**src/rtl/row_group_ctrl.sv**
```systemverilog
// Row group sequencer: clear, address gen, tile read, drain and MISO pop per tile.
// Optional cycle counters and early-exit flag when ROW_GROUP_CTRL_PERF_EN is defined.
module row_group_ctrl #(
   parameter int ROUTER_COUNT    = 4,
   parameter int SRAM_ADDR_WIDTH = 8,
   parameter int WORD_CNT_WIDTH  = 8,
   parameter int SRAM_LATENCY    = 1
) (
   input  logic                       i_clk,
   input  logic                       i_nrst,
   input  logic                       i_start,
   input  logic                       i_abort,
   input  logic [SRAM_ADDR_WIDTH-1:0] i_base_addr,
   input  logic [WORD_CNT_WIDTH-1:0]  i_tile_words,
   input  logic                       i_ag_valid,
   input  logic                       i_addr_empty,
   input  logic                       i_data_empty,
   output logic                       o_reg_clear,
   output logic                       o_ag_en,
   output logic [ROUTER_COUNT-1:0]    o_row_id,
   output logic                       o_ac_en,
   output logic                       o_sram_rd_en,
   output logic [SRAM_ADDR_WIDTH-1:0] o_sram_addr,
   output logic                       o_miso_pop_en,
   output logic                       o_busy,
   output logic                       o_done,
   output logic                       o_miss
`ifdef ROW_GROUP_CTRL_PERF_EN
  ,output logic [15:0]                o_cyc_read,
   output logic [15:0]                o_cyc_pop,
   output logic                       o_early_exit
`endif
);

   localparam int DW = $clog2(SRAM_LATENCY + 2);
   localparam int PW = $clog2(ROUTER_COUNT + 1) + 1;

   localparam logic [ROUTER_COUNT-1:0]   ROW_LAST = ROUTER_COUNT'(ROUTER_COUNT - 1);
   localparam logic [WORD_CNT_WIDTH-1:0] WORD_ONE = WORD_CNT_WIDTH'(1);
   localparam logic [DW-1:0]             DLY_LAST = DW'(SRAM_LATENCY);
   localparam logic [PW-1:0]             POP_RDY  = PW'(ROUTER_COUNT);

   typedef enum logic [2:0] {
      S_IDLE, S_CLEAR, S_GEN, S_READ, S_DRAIN, S_POP, S_DONE, S_ABORT
   } state_t;

   state_t                      state, state_nxt;
   logic [ROUTER_COUNT-1:0]     row_cnt, row_nxt;
   logic [WORD_CNT_WIDTH-1:0]   word_cnt, word_nxt;
   logic [DW-1:0]               dly_cnt, dly_nxt;
   logic [PW-1:0]               pop_cnt, pop_nxt;
   logic [SRAM_ADDR_WIDTH-1:0]  base_q, base_nxt;
   logic [WORD_CNT_WIDTH-1:0]   words_q, words_nxt;
   logic                        miss_q, miss_nxt;
   logic [WORD_CNT_WIDTH-1:0]   last_word;
   logic                        abort_ok;

   assign last_word = words_q - WORD_ONE;
   assign abort_ok  = i_abort && (state != S_IDLE) &&
                      (state != S_CLEAR) && (state != S_ABORT);

   always_ff @(posedge i_clk or negedge i_nrst) begin
      if (!i_nrst) begin
         state    <= S_IDLE;
         row_cnt  <= '0;
         word_cnt <= '0;
         dly_cnt  <= '0;
         pop_cnt  <= '0;
         base_q   <= '0;
         words_q  <= '0;
         miss_q   <= 1'b0;
      end else begin
         state    <= state_nxt;
         row_cnt  <= row_nxt;
         word_cnt <= word_nxt;
         dly_cnt  <= dly_nxt;
         pop_cnt  <= pop_nxt;
         base_q   <= base_nxt;
         words_q  <= words_nxt;
         miss_q   <= miss_nxt;
      end
   end

   always_comb begin
      state_nxt = state;
      row_nxt   = row_cnt;
      word_nxt  = word_cnt;
      dly_nxt   = dly_cnt;
      pop_nxt   = pop_cnt;
      base_nxt  = base_q;
      words_nxt = words_q;
      miss_nxt  = miss_q;
      if (abort_ok) begin
         state_nxt = S_ABORT;
      end else begin
         unique case (state)
            S_IDLE: if (i_start) begin
               base_nxt  = i_base_addr;
               words_nxt = i_tile_words;
               miss_nxt  = 1'b0;
               state_nxt = S_CLEAR;
            end
            S_CLEAR: begin
               row_nxt   = '0;
               state_nxt = S_GEN;
            end
            S_GEN: if (i_ag_valid) begin
               if (row_cnt == ROW_LAST) begin
                  word_nxt = '0;
                  pop_nxt  = '0;
                  if (words_q == '0) begin
                     miss_nxt  = 1'b1;
                     state_nxt = S_POP;
                  end else begin
                     state_nxt = S_READ;
                  end
               end else begin
                  row_nxt = row_cnt + 1'b1;
               end
            end
            // word_cnt==0 marks the first read, where addr_empty is stale
            S_READ: begin
               if ((word_cnt != '0 && i_addr_empty) || word_cnt == last_word) begin
                  dly_nxt   = '0;
                  state_nxt = S_DRAIN;
               end else begin
                  word_nxt = word_cnt + 1'b1;
               end
            end
            S_DRAIN: begin
               if (dly_cnt == DLY_LAST) begin
                  pop_nxt   = '0;
                  state_nxt = S_POP;
                  if (!i_addr_empty)
                     miss_nxt = 1'b1;
               end else begin
                  dly_nxt = dly_cnt + 1'b1;
               end
            end
            S_POP: begin
               if (pop_cnt == POP_RDY) begin
                  if (i_data_empty)
                     state_nxt = S_DONE;
               end else begin
                  pop_nxt = pop_cnt + 1'b1;
               end
            end
            S_DONE:  state_nxt = S_IDLE;
            S_ABORT: state_nxt = S_IDLE;
            default: state_nxt = S_IDLE;
         endcase
      end
   end

   assign o_reg_clear   = (state == S_CLEAR) || (state == S_ABORT);
   assign o_ag_en       = (state == S_GEN);
   assign o_row_id      = (state == S_GEN) ? row_cnt : '0;
   assign o_ac_en       = (state == S_READ) || (state == S_DRAIN);
   assign o_sram_rd_en  = (state == S_READ);
   assign o_sram_addr   = (state == S_READ) ?
                          base_q + SRAM_ADDR_WIDTH'(word_cnt) : '0;
   assign o_miso_pop_en = (state == S_POP);
   assign o_busy        = (state != S_IDLE);
   assign o_done        = (state == S_DONE);
   assign o_miss        = miss_q;

`ifdef ROW_GROUP_CTRL_PERF_EN
   logic [15:0] cyc_read_q, cyc_pop_q;
   logic        early_q, early_hit;

   assign early_hit = (state == S_READ) && !i_abort && word_cnt != '0 &&
                      i_addr_empty && word_cnt != last_word;

   always_ff @(posedge i_clk or negedge i_nrst) begin
      if (!i_nrst) begin
         cyc_read_q <= '0;
         cyc_pop_q  <= '0;
         early_q    <= 1'b0;
      end else if (state == S_IDLE && i_start) begin
         cyc_read_q <= '0;
         cyc_pop_q  <= '0;
         early_q    <= 1'b0;
      end else begin
         if (o_ac_en && cyc_read_q != 16'hFFFF)
            cyc_read_q <= cyc_read_q + 16'd1;
         if (o_miso_pop_en && cyc_pop_q != 16'hFFFF)
            cyc_pop_q <= cyc_pop_q + 16'd1;
         if (early_hit)
            early_q <= 1'b1;
      end
   end

   assign o_cyc_read   = cyc_read_q;
   assign o_cyc_pop    = cyc_pop_q;
   assign o_early_exit = early_q;
`endif

endmodule

```
**config.mk**
```make
export PLATFORM = sky130hd
export DESIGN_NAME = row_group_ctrl
export DESIGN_NICKNAME = d
export VERILOG_FILES = /design/src/rtl/row_group_ctrl.sv
export SDC_FILE = /design/constraint.sdc
export NUM_CORES = 1
export LEC_CHECK = 0
export ABC_AREA = 1
export CAP_MARGIN = 15
export CORE_AREA = 2 2 72 108
export DETAILED_ROUTE_END_ITERATION = 10
export DIE_AREA = 0 0 74 110
export PLACE_DENSITY_LB_ADDON = 0.08
export SETUP_SLACK_MARGIN = 0.4
export SKIP_CTS_REPAIR_TIMING = 1
export SYNTH_ARGS = -nofsm -noshare
export SYNTH_HDL_FRONTEND = slang
export SYNTH_SLANG_ARGS = --single-unit
```
**constraint.sdc**
```tcl
create_clock -name i_clk -period 2.16 [get_ports i_clk]
set_input_delay 0.432 -clock i_clk [delete_from_list [all_inputs] [get_ports i_clk]]
set_output_delay 0.432 -clock i_clk [all_outputs]
set_load 0.01 [all_outputs]
```
==> flow_metrics.env, run 1 <==
export IMPL_power_leakage_uw=0.00193
export IMPL_finalWirelength_um=7380
export IMPL_grt_pass1_vias=2404
export IMPL_intPower_uw=3130
export IMPL_p_sw_uw=3010
export IMPL_nFillCells=702
export IMPL_antenna_found_initial=0
export IMPL_async_flop_share_pct=100
export IMPL_crit_path_start_kind="flip-flop"
export IMPL_rows=38
export IMPL_finalHoldWorstSlack_ns=0.0853
export IMPL_cts_sinks=38
export IMPL_setup_violations=3
export IMPL_place_gp_congestion=0.887
export IMPL_routedWlPerCell_um=13.2
export IMPL_drc=0
export IMPL_synth_most_common_cell="nand2_1"
export IMPL_drt_iter0_drc=111
export IMPL_cts_tree="done"
export IMPL_n_antenna_cell=0
export IMPL_synthTopCellsByArea="dfrtp_1 (34%), nand2_1 (14%), ha_1 (6.7%)"
export IMPL_crit_chain="ha_2 -> fa_2 -> nand2_2 -> inv_2 -> o21ai_2 -> nand2_1 -> buf_4 -> buf_6 -> o21ai_1 -> a21oi_1 -> buf_2"
export IMPL_avgSynthCellArea_um2=7.45
export IMPL_max_slew_margin_pct=67.1
export IMPL_synth_commonest_cells="nand2_1 (104), inv_1 (39), dfrtp_1 (38)"
export IMPL_yosys_most_used_dff="dfrtp_1"
export IMPL_synth_seq_area_share_pct=33.9
export IMPL_critPathKind="reg -> out"
export IMPL_htreeDepth=2
export IMPL_maxCapViolations=0
export IMPL_violations="setup timing"
export IMPL_cellPowerDensity_nw_per_um2=1520
export IMPL_critPathArrivalTime_ns=2.08
export IMPL_first_pass_iters=4
export IMPL_min_path_type="in -> async"
export IMPL_start_util_pct=39.0
export IMPL_cp_required_ns=1.73
export IMPL_via_per_inst=4.78
export IMPL_numCtsBuffers=5
export IMPL_finalPower_uw=6140
export IMPL_dieArea_um2=8140
export IMPL_syn_area_um2=2800
export IMPL_rsz0062_at_grt="yes"
export IMPL_clk_latency_ns=0.30
export IMPL_period_minus_slack_ns=2.51
export IMPL_cp_slowest_stage_delay_ns=0.39
export IMPL_fmax_ghz=0.399
export IMPL_clk_path_buf_depth=2
export IMPL_r2r_cells=11
export IMPL_skew_ns=0.00295
export IMPL_grt_max_degree=21
export IMPL_grt_overflow_total=0
export IMPL_synth_edf_count=0
export IMPL_power_frac_seq_pct=21.9
export IMPL_setup_slack_ns=-0.348
export IMPL_track_usage_pct=18.7
export IMPL_cp_end_kind="output port"
export IMPL_pwr_share_clk_pct=8.5
export IMPL_finalCritPeriodShare_pct=116
export IMPL_yosysWarnings=0
export IMPL_rrSetupSlack_ns=0.37
export IMPL_portBuffers=42
export IMPL_reg2reg_from="word_cnt[0]"
export IMPL_coreArea_um2=7180
export IMPL_cts_root_buf="clkbuf_8"
export IMPL_vias=2679
export IMPL_worstPathMaxFanout=2
export IMPL_postSynthCellCount=376
export IMPL_ir_worst_vdd_uv=808
export IMPL_drive_above_1_share_pct=37.8
export IMPL_fin_nets=498
export IMPL_critPathBufInv=4
export IMPL_run_status="finished with violations"
export IMPL_die_h_um=110
export IMPL_syn_num_nets=415
export IMPL_multi_input_area_um2=1920
export IMPL_chipWidth_um=74
export IMPL_drv_slew=0
export IMPL_worst_setup_hold_path_clk_slew_ns=0.08
export IMPL_crit_slowest_cell="dfrtp_1"
export IMPL_ant_nets=0
export IMPL_swShare_pct=49.0
export IMPL_grt_pass1_wl_um=11300
export IMPL_synth_top_area_cell="dfrtp_1"
export IMPL_crit_family="adder cells"
export IMPL_ioPinCount=43
export IMPL_synthDistinctLibCells=39
export IMPL_tightest_slew_ns=0.494
export IMPL_combPwrFrac_pct=69.7
export IMPL_hold_violations=0
export IMPL_synth_top_area_share_pct=33.9
export IMPL_dpl_hpwl_um=5460
export IMPL_timing_rr_end="word_cnt[6]"
export IMPL_synth_seq_cells=38
export IMPL_regArea_um2=956
export IMPL_syn_to_final_growth_pct=44.0
[cells by family after synthesis]
| logic type | after synthesis | share of synthesized area (%) |
|---|---|---|
| and+or+nand+nor | 202 | 34.4 |
| buffers and inverters | 55 | 8.79 |
| AOI/OAI and AO/OA | 53 | 11.7 |
| DFF | 38 | 33.9 |
| adders and majority gates | 16 | 7.41 |
| xor gates and xnor gates | 12 | 3.75 |
[area by class of cell]
| class | count | share of cell area, % |
|---|---|---|
| repair buffers | 84 | 18.5 |
| flip-flops and latches | 38 | 23.7 |
| clock inverters | 1 | 0.124 |
| well taps | 100 | 3.10 |
| inverters | 46 | 4.84 |
| clock buffers | 7 | 2.14 |
| multi-input cells | 284 | 47.6 |
[worst max-delay path by stage]
| stage | end | slack [ns] | cells after the start | from |
|---|---|---|---|---|
| 2_1_floorplan | o_sram_addr[6] | 0.06 | 10 | word_cnt[0] |
| 3_3_place_gp | o_sram_addr[6] | -0.37 | 11 | base_q[0] |
| 3_5_place_dp | o_sram_addr[6] | -0.39 | 11 | base_q[0] |
| 4_1_cts | o_sram_addr[6] | -0.73 | 11 | base_q[0] |
| 5_1_grt | o_sram_addr[6] | -0.48 | 11 | word_cnt[0] |
| 6_report | o_sram_addr[4] | -0.35 | 11 | word_cnt[0] |
[layout by cell type, fill, tap and decap left out, types with 2 or more instances in the layout]
cell type	count
a21oi_2	4
a21oi_1	10
nand2_1	80
o21ai_1	8
inv_1	31
buf_12	2
dlymetal6s2s_1	2
xnor2_1	6
o21ai_0	11
nand2_4	13
buf_4	31
xor2_1	6
nand3_2	4
clkdlybuf4s50_1	22
or2_2	3
buf_2	8
ha_1	12
nand3_4	2
nor2_1	20
nand3_1	29
clkbuf_8	6
nor2_2	8
inv_2	10
nand4_1	5
dfrtp_2	4
nor3_1	3
clkbuf_2	4
dfrtp_1	34
ha_4	2
o21a_1	2
buf_6	15
nand2_8	4
inv_4	2
nor2_4	11
o21ai_2	11
nand2_2	19
[per-stage QoR]
| step | std cells | TNS, ns | util (%) | worst slack (ns) | cell area (um^2) |
|---|---|---|---|---|---|
| after detailed placement | 534 | -1.04 | 48.8 | -0.387 | 3500 |
| after global routing | 560 | -1.41 | 56.2 | -0.483 | 4040 |
| after global placement | 534 | -1.00 | 48.8 | -0.369 | 3500 |
| final | 560 | -0.857 | 56.2 | -0.348 | 4040 |
| after floorplan | 376 | 0 | - | 0.0597 | 2830 |
| after CTS | 542 | -3.86 | 50.0 | -0.733 | 3590 |
[worst reg2reg max path: stages (launching register included)]
cell,delay (ns)
dfrtp_1,0.39
buf_4,0.14
buf_6,0.13
inv_4,0.06
ha_1,0.14
nand3_1,0.09
o21ai_2,0.22
nand2_2,0.11
nand2_4,0.14
nand2_8,0.13
nand2_2,0.09
o21ai_2,0.04
[flip-flops by register name, summed over array words and instances, names as in the netlist]
register	cells
dly_cnt	2
base_q	8
word_cnt	8
pop_cnt	4
words_q	8
o_miss	1
row_cnt	4
state	3
[layer usage]
layer	track usage [%]	wire (um)	vias up
li1	-	-	1378
met1	20.6	2870	1253
met2	34.9	4170	39
met3	2.73	185	9
met4	7.53	164	0
met5	0	0	-
[power groups by stage]
stage / logic (uW) / clock network (uW) / registers [uW]
floorplan: 2310 / 0 / 1290
finish: 4280 / 521 / 1340
global placement: 3310 / 0 / 1330
CTS: 3360 / 551 / 1320
detailed placement: 3340 / 0 / 1340
global route: 4730 / 574 / 1380
Note: power is estimated with default switching activity, not from simulation.
==> inputs of run 2 (changes only) <==
--- a/config.mk
+++ b/config.mk
@@ -10,6 +10,7 @@
 export CORE_AREA = 2 2 72 108
 export DETAILED_ROUTE_END_ITERATION = 10
 export DIE_AREA = 0 0 74 110
+export GPL_TIMING_DRIVEN = 0
 export PLACE_DENSITY_LB_ADDON = 0.08
 export SETUP_SLACK_MARGIN = 0.4
 export SKIP_CTS_REPAIR_TIMING = 1
==> flow_metrics.env, run 2 (synthesis results as in run 1) <==
export IMPL_run_status="finished with violations"
export IMPL_violations="setup timing"
export IMPL_critPathArrivalTime_ns=2.15
export IMPL_antenna_found_initial=0
export IMPL_met1_length_um=2900
export IMPL_highest_layer="met4"
export IMPL_fmax_ghz=0.388
export IMPL_finalCritPeriodShare_pct=119
export IMPL_drive_above_1_share_pct=37.6
export IMPL_ant_nets=0
export IMPL_rsz0062_at_grt="yes"
export IMPL_setup_worst_path_start="word_cnt[0]"
export IMPL_utilization_pct=56.4
export IMPL_ir_worst_vdd_uv=947
export IMPL_clk_path_buf_depth=2
export IMPL_crit_path_start_kind="flip-flop"
export IMPL_vias=2732
export IMPL_placed_area_um2=3390
export IMPL_rows=38
export IMPL_stdcell_area_um2=4050
export IMPL_max_slew_margin_pct=81.8
export IMPL_track_usage_pct=18.7
export IMPL_routedWlPerCell_um=13.1
export IMPL_drv_slew=0
export IMPL_mostFrequentLayoutCell="nand2_1"
export IMPL_rrSetupSlack_ns=0.34
export IMPL_drt_iter0_drc=106
export IMPL_finalWirelength_um=7400
export IMPL_cp_required_ns=1.73
export IMPL_grt_pass1_vias=2526
export IMPL_cts_sinks=38
export IMPL_portBuffers=42
export IMPL_final_cell_mix="nand2_1 (94), dfrtp_1 (31), buf_4 (30), inv_1 (29), nand3_1 (29)"
export IMPL_syn_to_final_growth_pct=44.4
export IMPL_cellPowerDensity_nw_per_um2=1500
export IMPL_clk_latency_ns=0.29
export IMPL_fin_setup_tns_ns=-0.764
export IMPL_numCtsBuffers=5
export IMPL_grt_max_degree=37
export IMPL_start_util_pct=39.0
export IMPL_worstPathMaxFanout=3
export IMPL_worst_setup_hold_path_clk_slew_ns=0.07
export IMPL_tightest_slew_ns=0.273
export IMPL_power_leakage_uw=0.00194
export IMPL_timing_rr_end="pop_cnt[2]"
export IMPL_maxCapViolations=0
export IMPL_met2_length_um=4170
export IMPL_reg2reg_from="state[1]"
export IMPL_skew_ns=0.00865
export IMPL_finalHoldWorstSlack_ns=0.470
export IMPL_hold_violations=0
export IMPL_cp_end_kind="output port"
export IMPL_min_path_type="in -> async"
export IMPL_pre_cts_slack_ns=-0.581
export IMPL_coreArea_um2=7180
export IMPL_ioPinCount=43
export IMPL_period_minus_slack_ns=2.58
export IMPL_grt_pass1_wl_um=11700
export IMPL_nFillCells=705
export IMPL_wl_met3_um=176
export IMPL_n_antenna_cell=0
export IMPL_setup_violations=3
export IMPL_setup_slack_ns=-0.420
export IMPL_cts_tree="done"
export IMPL_first_pass_iters=4
export IMPL_htreeDepth=2
export IMPL_endpoint="o_sram_addr[6]"
export IMPL_place_gp_congestion=0.855
export IMPL_via_per_inst=4.84
export IMPL_critPathKind="reg -> out"
export IMPL_chipWidth_um=74
export IMPL_drc=0
export IMPL_fin_nets=505
export IMPL_grt_overflow_total=0
export IMPL_dpl_hpwl_um=5360
export IMPL_top_regs="base_q (8), word_cnt (8), words_q (8)"
export IMPL_cts_root_buf="clkbuf_8"
export IMPL_die_h_um=110
export IMPL_dieArea_um2=8140
export IMPL_r2r_cells=12
## run 2: power breakdown
part,total (uW),switching (uW),internal [uW]
Combinational,4190,2290,1900
Clock,494,247,246
Sequential,1400,369,1030
## run 2: area by class of cell
type                    count  area [um^2]  share of cell area, %
multi-input cells         283         1850                   45.7
flip-flops and latches     38          960                   23.7
repair buffers             83          737                   18.2
inverters                  46          204                   5.04
well taps                 100          125                   3.09
plain buffers               9         87.6                   2.16
clock buffers               6         82.6                   2.04
## run 2: worst min path at each step
| stage | from | to | slack, ns | cells past startpoint |
|---|---|---|---|---|
| floorplan | i_nrst | base_q[0] | 0.14 | 0 |
| detailed placement | i_nrst | base_q[6] | 0.24 | 1 |
| CTS | i_nrst | base_q[6] | -0.07 | 1 |
| global route | i_nrst | base_q[5] | 0.47 | 2 |
| global placement | base_q[3] | base_q[3] | 0.46 | 2 |
| finish | i_nrst | base_q[6] | 0.47 | 2 |
## run 2: routing by layer
metal  up-vias  track usage [%]
li1       1393                -
met1      1282             21.1
met2        43             35.3
met3        14             2.36
met4         0             5.97
met5         -                0
## run 2: worst max-delay path, stage by stage, from the launching register on
cell,delay [ns]
dfrtp_2,0.44
ha_4,0.17
fa_2,0.34
nand2_1,0.07
inv_1,0.05
o21ai_1,0.12
nand2_1,0.09
a21oi_1,0.15
o21bai_1,0.10
o21ai_1,0.16
a21oi_2,0.04
clkbuf_2,0.13
## run 2: through the flow
stage / power (uW) / std cells
2_1_floorplan: 3600 / 376
3_3_place_gp: 4420 / 518
3_5_place_dp: 4470 / 519
4_1_cts: 4990 / 525
5_1_grt: 6640 / 565
6_report: 6080 / 565
==> inputs of run 3 (changes only) <==
--- a/config.mk
+++ b/config.mk
@@ -5,11 +5,11 @@
 export SDC_FILE = /design/constraint.sdc
 export NUM_CORES = 1
 export LEC_CHECK = 0
-export ABC_AREA = 1
+export ABC_AREA = 0
 export CAP_MARGIN = 15
-export CORE_AREA = 2 2 72 108
+export CORE_AREA = 2 2 70 105
 export DETAILED_ROUTE_END_ITERATION = 10
-export DIE_AREA = 0 0 74 110
+export DIE_AREA = 0 0 72 107
 export GPL_TIMING_DRIVEN = 0
 export PLACE_DENSITY_LB_ADDON = 0.08
 export SETUP_SLACK_MARGIN = 0.4
==> flow_metrics.env, run 3 <==
export IMPL_cts_sinks=38
export IMPL_cp_end_kind="output port"
export IMPL_top_regs="base_q (8), word_cnt (8), words_q (8)"
export IMPL_rrSetupSlack_ns=-0.19
export IMPL_skew_ns=0.0155
export IMPL_grt_max_degree=23
export IMPL_vias=2573
export IMPL_synthDistinctLibCells=56
export IMPL_chipWidth_um=72
export IMPL_violations="setup timing"
export IMPL_synth_most_common_cell="dfrtp_1"
export IMPL_synth_commonest_cells="dfrtp_1 (38), nor2_1 (23), nand2_1 (22)"
export IMPL_syn_area_um2=2640
export IMPL_cp_required_ns=1.73
export IMPL_rsz0062_at_grt="yes"
export IMPL_tightest_slew_ns=0.502
export IMPL_grt_overflow_total=0
export IMPL_drt_iter0_drc=85
export IMPL_synth_seq_cells=38
export IMPL_die_h_um=107
export IMPL_critPathArrivalTime_ns=2.25
export IMPL_run_status="finished with violations"
export IMPL_min_path_type="in -> async"
export IMPL_finalCritPeriodShare_pct=124
export IMPL_drive_above_1_share_pct=45.6
export IMPL_yosys_most_used_dff="dfrtp_1"
export IMPL_synth_top_area_cell="dfrtp_1"
export IMPL_clk_path_buf_depth=2
export IMPL_setup_slack_ns=-0.518
export IMPL_crit_path_start_kind="flip-flop"
export IMPL_timing_rr_end="word_cnt[4]"
export IMPL_rows=37
export IMPL_avgSynthCellArea_um2=9.19
export IMPL_routedWlPerCell_um=16.8
export IMPL_finalPower_uw=5670
export IMPL_worstPathMaxFanout=3
export IMPL_maxCapViolations=0
export IMPL_power_leakage_uw=0.00188
export IMPL_fmax_ghz=0.373
export IMPL_via_per_inst=5.52
export IMPL_place_gp_congestion=0.870
export IMPL_setup_worst_path_start="word_cnt[1]"
export IMPL_first_pass_iters=6
export IMPL_final_cell_mix="buf_6 (35), dfrtp_1 (30), buf_4 (28), clkdlybuf4s50_1 (22), nor2_1 (17)"
export IMPL_critPathKind="reg -> out"
export IMPL_hold_violations=0
export IMPL_reg2reg_from="word_cnt[0]"
export IMPL_synth_edf_count=0
export IMPL_synth_top_area_share_pct=36.1
export IMPL_fin_setup_tns_ns=-2.96
export IMPL_dpl_hpwl_um=5030
export IMPL_setup_violations=18
export IMPL_htreeDepth=2
export IMPL_worst_setup_hold_path_clk_slew_ns=0.09
export IMPL_cts_root_buf="clkbuf_8"
export IMPL_grt_pass1_wl_um=11000
export IMPL_finalWirelength_um=7850
export IMPL_synthTopCellsByArea="dfrtp_1 (36%), ha_1 (7.1%), mux2_2 (5.6%)"
export IMPL_portBuffers=42
export IMPL_synth_seq_area_share_pct=36.1
export IMPL_track_usage_pct=18.5
export IMPL_max_slew_margin_pct=66.4
export IMPL_yosysWarnings=0
export IMPL_r2r_cells=9
export IMPL_cellPowerDensity_nw_per_um2=1360
export IMPL_antenna_found_initial=0
export IMPL_async_flop_share_pct=100
export IMPL_clk_latency_ns=0.31
export IMPL_coreArea_um2=6810
export IMPL_drc=0
export IMPL_numCtsBuffers=5
export IMPL_drv_slew=0
export IMPL_mostFrequentLayoutCell="buf_6"
export IMPL_syn_to_final_growth_pct=58.8
export IMPL_period_minus_slack_ns=2.68
export IMPL_cts_tree="done"
export IMPL_ioPinCount=43
export IMPL_ant_nets=0
export IMPL_fin_nets=427
export IMPL_grt_pass1_vias=2273
export IMPL_start_util_pct=38.7
export IMPL_n_antenna_cell=0
export IMPL_ir_worst_vdd_uv=871
export IMPL_syn_num_nets=326
export IMPL_postSynthCellCount=287
export IMPL_dieArea_um2=7700
export IMPL_endpoint="o_sram_addr[6]"
==> run 3: cell types whose count changed after synthesis, moves of 5 or more <==
| cell | previous run | this run |
|---|---|---|
| nor2_1 | 31 | 23 |
| nand2_1 | 104 | 22 |
| mux2_2 | 0 | 13 |
| nor2_4 | 5 | 0 |
| and3_1 | 0 | 7 |
| o221ai_1 | 0 | 5 |
| and2_1 | 0 | 5 |
| mux2i_1 | 0 | 5 |
| nand3_1 | 32 | 7 |
| nand2b_1 | 0 | 6 |
| inv_1 | 39 | 19 |
| nand2_4 | 5 | 0 |
| o21ai_2 | 8 | 0 |
| nand2_2 | 6 | 0 |
==> run 3: worst min-delay path by stage <==
stage                   start          to  slack [ns]  depth (start not counted)
detailed placement     i_nrst  words_q[3]        0.41                          1
finish                 i_nrst    state[0]        0.07                          1
global placement    base_q[6]   base_q[6]        0.51                          1
global route           i_nrst    state[0]        0.09                          1
CTS                    i_nrst    state[0]        0.07                          1
floorplan              i_nrst   base_q[0]        0.14                          0
==> run 3: per-stage QoR <==
step,worst slack (ns),util [%],std cells,cell area (um^2),hold WS (ns)
5_1_grt,-0.601,61.5,466,4190,0.0887
2_1_floorplan,-0.00450,-,287,2740,0.136
3_3_place_gp,-0.654,47.9,407,3260,0.508
4_1_cts,-1.02,49.5,415,3370,0.0719
3_5_place_dp,-0.669,48.2,408,3280,0.414
6_report,-0.518,61.5,466,4190,0.0682
==> run 3: critical path, stage by stage (launching register included) <==
cell and delay (ns):
dfrtp_2 0.45, buf_6 0.13, fa_2 0.40, a21o_1 0.18, a21oi_2 0.17, o21bai_1 0.08
a21oi_1 0.19, xor2_1 0.15, nor2_1 0.06, buf_2 0.13
==> run 3: metal layers <==
metal	share of wire (%)	track usage, %	routed length (um)	up-vias
met1	39	20.9	3040	1245
li1	-	-	-	1237
met3	4.0	3.01	317	15
met4	2.7	8.63	214	0
met2	54	33.2	4270	76
met5	0	0	0	-
==> run 3: cell type report <==
cell class                 count  area (um^2)
multi-input combinational    220         1930
timing repair buffer          94          905
fill                         585         2620
buffer                         9          103
tap                           78         97.6
sequential                    38          961
inverter                      20          103
clock buffer                   7         86.3
==> run 3: logic make-up (layout without fill, tap and decap cells) <==
logic type / after synthesis / in the layout / synth area share, %
simple gates: 95 / 95 / 18.9
compound gates: 75 / 75 / 19.7
flops: 38 / 38 / 36.1
buf+inv: 29 / 130 / 4.70
mux: 18 / 18 / 7.45
fa+ha+maj: 16 / 16 / 7.88
xor+xnor: 16 / 16 / 5.32
==> run 3: report_power, final <==
part | switching, uW | internal [uW] | total [uW] | leakage (uW)
clock network | 269 | 254 | 523 | 0.0000443
logic | 1790 | 2060 | 3850 | 0.00137
registers | 310 | 992 | 1300 | 0.000470
